### src/rtl/ifft8_seq_if.sv
// Handshake bundle for ifft8_seq: frequency bins in, time samples out.
// The master side drives bins and out_ready; the slave side is the transform block.
interface ifft8_seq_if #(
    parameter int W = 32
);
    logic         in_valid;
    logic         in_ready;
    logic [W-1:0] in_re;
    logic [W-1:0] in_im;
    logic         out_valid;
    logic         out_ready;
    logic [W-1:0] out_data;
    logic [2:0]   out_idx;
    logic         out_last;

    modport master (
        output in_valid, in_re, in_im, out_ready,
        input  in_ready, out_valid, out_data, out_idx, out_last
    );

    modport slave (
        input  in_valid, in_re, in_im, out_ready,
        output in_ready, out_valid, out_data, out_idx, out_last
    );
endinterface

### src/rtl/ifft8_seq.sv
// Sequential 8-point inverse DFT (real part only) on sign-magnitude words.
// Each output sample is accumulated one bin per cycle, then scaled by 1/8 and saturated.
module ifft8_seq #(
    parameter int W = 32
) (
    input  logic       clk,
    input  logic       rst_n,
    ifft8_seq_if.slave bus
);
    localparam int AW = W + 4;
    localparam logic [AW-1:0] MAXQ = {5'b0, {(W-1){1'b1}}};

    typedef enum logic [1:0] {LOAD, CALC, OUT} state_t;

    state_t              state;
    state_t              state_nx;
    logic [2:0]          kcnt;
    logic [2:0]          n;
    logic [3:0]          kidx;
    logic signed [AW-1:0] acc;
    logic                ready_q;
    logic [W-1:0]        out_data_q;
    logic [2:0]          out_idx_q;
    logic                out_last_q;
    logic [W-1:0]        re_mem [8];
    logic [W-1:0]        im_mem [8];

    logic                load_hs;
    logic [2:0]          m;
    logic [W-1:0]        re_sel;
    logic [W-1:0]        im_sel;
    logic signed [AW-1:0] re_full;
    logic signed [AW-1:0] re_half;
    logic signed [AW-1:0] im_full;
    logic signed [AW-1:0] im_half;
    logic signed [AW-1:0] term;
    logic [AW-1:0]       abs_acc;
    logic [AW-1:0]       q;
    logic [W-2:0]        res_mag;
    logic                res_sign;

    // Signed value of a sign-magnitude word, optionally scaled by 181/256 on the magnitude
    function automatic logic signed [AW-1:0] sm_val(input logic [W-1:0] v, input logic half);
        logic [W+6:0]         mag;
        logic signed [AW-1:0] s;
        mag = {8'b0, v[W-2:0]};
        if (half)
            mag = (mag * (W+7)'(181)) >> 8;
        s = AW'(mag);
        return v[W-1] ? -s : s;
    endfunction

    assign load_hs       = (state == LOAD) && ready_q && bus.in_valid;
    assign bus.in_ready  = ready_q;
    assign bus.out_valid = (state == OUT);
    assign bus.out_data  = out_data_q;
    assign bus.out_idx   = out_idx_q;
    assign bus.out_last  = out_last_q;

    assign m       = kidx[2:0] * n;
    assign re_sel  = re_mem[kidx[2:0]];
    assign im_sel  = im_mem[kidx[2:0]];
    assign re_full = sm_val(re_sel, 1'b0);
    assign re_half = sm_val(re_sel, 1'b1);
    assign im_full = sm_val(im_sel, 1'b0);
    assign im_half = sm_val(im_sel, 1'b1);

    // Term Xr*cos - Xi*sin for the twiddle angle m*45 degrees
    always_comb begin
        term = '0;
        case (m)
            3'd0: term = re_full;
            3'd1: term = re_half - im_half;
            3'd2: term = -im_full;
            3'd3: term = -re_half - im_half;
            3'd4: term = -re_full;
            3'd5: term = -re_half + im_half;
            3'd6: term = im_full;
            3'd7: term = re_half + im_half;
            default: term = '0;
        endcase
    end

    always_comb begin
        abs_acc  = acc[AW-1] ? -acc : acc;
        q        = abs_acc >> 3;
        res_mag  = (q > MAXQ) ? {(W-1){1'b1}} : q[W-2:0];
        res_sign = acc[AW-1] && (q != '0);
    end

    always_ff @(posedge clk or negedge rst_n) begin
        if (!rst_n)
            state <= LOAD;
        else
            state <= state_nx;
    end

    always_comb begin
        state_nx = state;
        case (state)
            LOAD: if (load_hs && kcnt == 3'd7) state_nx = CALC;
            CALC: if (kidx == 4'd8) state_nx = OUT;
            OUT:  if (bus.out_ready) state_nx = (n == 3'd7) ? LOAD : CALC;
            default: state_nx = LOAD;
        endcase
    end

    always_ff @(posedge clk or negedge rst_n) begin
        if (!rst_n) begin
            kcnt       <= '0;
            n          <= '0;
            kidx       <= '0;
            acc        <= '0;
            ready_q    <= 1'b0;
            out_data_q <= '0;
            out_idx_q  <= '0;
            out_last_q <= 1'b0;
        end else begin
            ready_q <= (state_nx == LOAD);
            case (state)
                LOAD: begin
                    if (load_hs) begin
                        kcnt <= kcnt + 3'd1;
                        if (kcnt == 3'd7) begin
                            n    <= '0;
                            kidx <= '0;
                            acc  <= '0;
                        end
                    end
                end
                CALC: begin
                    // Ninth cycle latches the scaled result instead of adding a term
                    if (!kidx[3]) begin
                        acc  <= acc + term;
                        kidx <= kidx + 4'd1;
                    end else begin
                        out_data_q <= {res_sign, res_mag};
                        out_idx_q  <= n;
                        out_last_q <= (n == 3'd7);
                    end
                end
                OUT: begin
                    if (bus.out_ready) begin
                        out_last_q <= 1'b0;
                        kidx       <= '0;
                        acc        <= '0;
                        if (n == 3'd7) begin
                            n    <= '0;
                            kcnt <= '0;
                        end else begin
                            n <= n + 3'd1;
                        end
                    end
                end
                default: ;
            endcase
        end
    end

    always_ff @(posedge clk) begin
        if (load_hs) begin
            re_mem[kcnt] <= bus.in_re;
            im_mem[kcnt] <= bus.in_im;
        end
    end
endmodule

### src/flat_wrapper.sv
// flat-port wrapper written by rule: the top's interface ports become plain ports
module ifft8_seq_flat 
#(
    parameter int W = 32
)
  (clk, rst_n, bus_in_valid, bus_in_re, bus_in_im, bus_out_ready, bus_in_ready, bus_out_valid, bus_out_data, bus_out_idx, bus_out_last);
  ifft8_seq_if #(.W(W)) bus_i ();
  input  logic clk;
  input  logic rst_n;
  input wire logic [$bits(bus_i.in_valid)-1:0] bus_in_valid;
  input wire logic [$bits(bus_i.in_re)-1:0] bus_in_re;
  input wire logic [$bits(bus_i.in_im)-1:0] bus_in_im;
  input wire logic [$bits(bus_i.out_ready)-1:0] bus_out_ready;
  output wire logic [$bits(bus_i.in_ready)-1:0] bus_in_ready;
  output wire logic [$bits(bus_i.out_valid)-1:0] bus_out_valid;
  output wire logic [$bits(bus_i.out_data)-1:0] bus_out_data;
  output wire logic [$bits(bus_i.out_idx)-1:0] bus_out_idx;
  output wire logic [$bits(bus_i.out_last)-1:0] bus_out_last;
  assign bus_i.in_valid = bus_in_valid;
  assign bus_i.in_re = bus_in_re;
  assign bus_i.in_im = bus_in_im;
  assign bus_i.out_ready = bus_out_ready;
  assign bus_in_ready = bus_i.in_ready;
  assign bus_out_valid = bus_i.out_valid;
  assign bus_out_data = bus_i.out_data;
  assign bus_out_idx = bus_i.out_idx;
  assign bus_out_last = bus_i.out_last;
  ifft8_seq #(.W(W)) u_core (.clk(clk), .rst_n(rst_n), .bus(bus_i));
endmodule
### config.mk
export PLATFORM = sky130hd
export DESIGN_NAME = ifft8_seq_flat
export DESIGN_NICKNAME = d
export VERILOG_FILES = /design/src/rtl/ifft8_seq_if.sv /design/src/rtl/ifft8_seq.sv /design/src/flat_wrapper.sv
export SDC_FILE = /design/constraint.sdc
export NUM_CORES = 2
export LEC_CHECK = 0
export CORE_MARGIN = 8
export CORE_UTILIZATION = 58
export CTS_CLUSTER_SIZE = 30
export DETAILED_ROUTE_END_ITERATION = 10
export PLACE_DENSITY = 0.78
export REMOVE_ABC_BUFFERS = 1
export SETUP_SLACK_MARGIN = 0.02
export SYNTH_ARGS = -nofsm -noshare
export SYNTH_HDL_FRONTEND = slang
export SYNTH_SLANG_ARGS = --single-unit
### constraint.sdc
create_clock -name clk -period 12.3 [get_ports clk]
set_input_delay 1.845 -clock clk [delete_from_list [all_inputs] [get_ports clk]]
set_output_delay 1.845 -clock clk [all_outputs]
set_load 0.01 [all_outputs]
==> out/qor.csv <==
metric;value;unit
crit_type;register to register;
run_status;completed;
gp_congestion;1.00;
worst_slew_pin_slew;1.36;ns
drv_cap;0;
synth_seq_area_share;38.0;%
synth_cells;4279;
drt_iter0_markers;2616;
die_area;88800;um2
cts_inserted_buffers;59;
async_reset_ff_share;14.2;%
finalNetCount;5067;
synth_area;46100;um2
r2r_setup_slack;0.53;ns
grt_pass1_vias;33600;
synth_edf_count;512;
die_y;298;um
layout-drive-gt1-share;14.2;%
hold_class;register to register;
startpoint_type;register;
start_util;58.5;%
crit_path_top_delay_cell;mux4_2;
finalMaxSlewViolations;0;
slowest_delay;0.52;ns
area_growth;12.6;%
pin_count;106;
mostFrequentLayoutCells;edfxtp_1, inv_1, ha_1;
coreArea;78900;um2
grt_max_degree;69;
yosysTopAreaCell;edfxtp_1;
cts_tree;built;
antenna_found_initial;1;
drtPass1Iterations;7;
required;12.83;ns
grt_pass1_wl;185000;um
ys_types;127;
die_w;298;um
hold_viol_final;0;
clkSinkCount;597;
rsz0062_at_grt;yes;
antenna_left;0;
clk-insertion-delay-late;0.66;ns
finalSetupViolations;0;
port_buffers;105;
synthFlopType;edfxtp_1;
hold_buffers;0;
cts_max_path_buffers;3;
vias_per_cell;6.10;
vias;34200;
synth_top_area_share;33.3;%
slew_headroom;8.32;%
cts_root_buf;clkbuf_16;
yosys_warnings;0;
arrival;12.30;ns
finalCritPeriodShare;95.7;%
drc_errors;0;
synth-seq-cells;597;
clk_pin_slew_worst_paths;0.07;ns
fin_ws;0.527;ns
wl_per_cell;21.1;um
cts.htree.levels;2;
crit_fanout;6;
setup_tns;0;ns
final_common_cell;edfxtp_1;
finClkSkew;0.0340;ns
grt_overflow;0;
fmaxAchievable;0.0849;GHz
routed_wl;118000;um
ys_top_cells_by_area;edfxtp_1, ha_1, fa_1, mux4_2, dfrtp_1;
num_rows;103;
dp_hpwl;87700;um
grtUsageTotal;25.8;%
avgSynthCellArea;10.8;um2
min_period;11.77;ns
setup.worst_path.end_class;register;
dp_slack;-0.137;ns
-- synthesized netlist by cell type (31+ instances only) --
master,instances
a21o_1,76
a21oi_1,259
a31oi_1,71
and3_1,36
buf_2,34
clkbuf_1,85
dfrtp_1,85
edfxtp_1,512
fa_1,164
ha_1,333
inv_1,432
mux2i_1,60
mux4_2,128
nand2_1,319
nand2b_1,40
nand3_1,72
nor2_1,289
nor2b_1,34
nor3_1,68
o21ai_0,181
o31ai_1,31
xnor2_1,208
xor2_1,159
-- cells by family after synthesis --
family | synth area share (%)
flops | 38.0
buf+inv | 5.15
simple gates | 11.8
mux | 8.46
xor+xnor | 7.30
fa+ha+maj | 16.2
compound gates | 13.2
-- critical path, delay by kind of cell, from the launching register on --
family          cells  cell delay (ns)
compound gates     24             4.64
xor+xnor            4             0.63
fa+ha+maj           7             2.63
buf+inv             4             0.61
flops               1             0.45
mux                 3             1.00
simple gates        7             1.65
-- state kept, by name (all words and copies together) (netlist names), 3 cells and up --
name	cells
u_core.bus.out_idx	3
u_core.kidx	4
u_core.n	3
u_core.kcnt	3
u_core.im_mem	256
u_core.bus.out_data	32
u_core.acc	36
u_core.re_mem	256
-- final cells by class --
cell class / instances / area (um2)
fill: 6003 / 27000
timing repair buffer: 311 / 2750
clock inverter: 42 / 482
multi-input combinational: 3097 / 26700
inverter: 436 / 1640
tap: 1050 / 1310
antenna: 2 / 5.00
clock buffer: 68 / 1510
sequential: 597 / 17500
-- through the flow --
stage                     instances  hold slack, ns  utilization [%]  cell area [um2]
final                          5603           0.478             65.8            51900
after global routing           5601           0.535             65.8            51900
after CTS                      5581           0.489             65.1            51400
after detailed placement       5471           0.473             62.6            49300
after global placement         5471           0.463             62.6            49300
after floorplan                4130           0.488                -            45400
-- final timing paths --
path,cells after the start,to,startpoint
max,49,u_core.acc[35],u_core.kidx[0]
min,2,u_core.bus.out_idx[1],u_core.bus.out_idx[1]
max reg2reg,49,u_core.acc[35],u_core.kidx[0]
min reg2reg,2,u_core.bus.out_idx[1],u_core.bus.out_idx[1]
max in group asynchronous,2,u_core.kidx[2],rst_n
min in group asynchronous,1,u_core.bus.out_idx[1],rst_n
-- layer usage --
metal  up-vias  GRT usage (%)  wire, um
li1      16000              -         -
met1     16800           33.9     48800
met2      1152           43.4     56700
met3       268           3.52      7530
met4         2           9.96      5130
met5         -              0        11
-- what timing repair did --
item	CTS	global route
endpoints found under the setup margin	2	13
resized for setup	4	84
pin swaps	0	12
cloned	0	1
buffers inserted	0	19
Power is left out: the tool's default activity adds up to more than one toggle a clock period on the data nets, which glitch-free logic cannot reach.
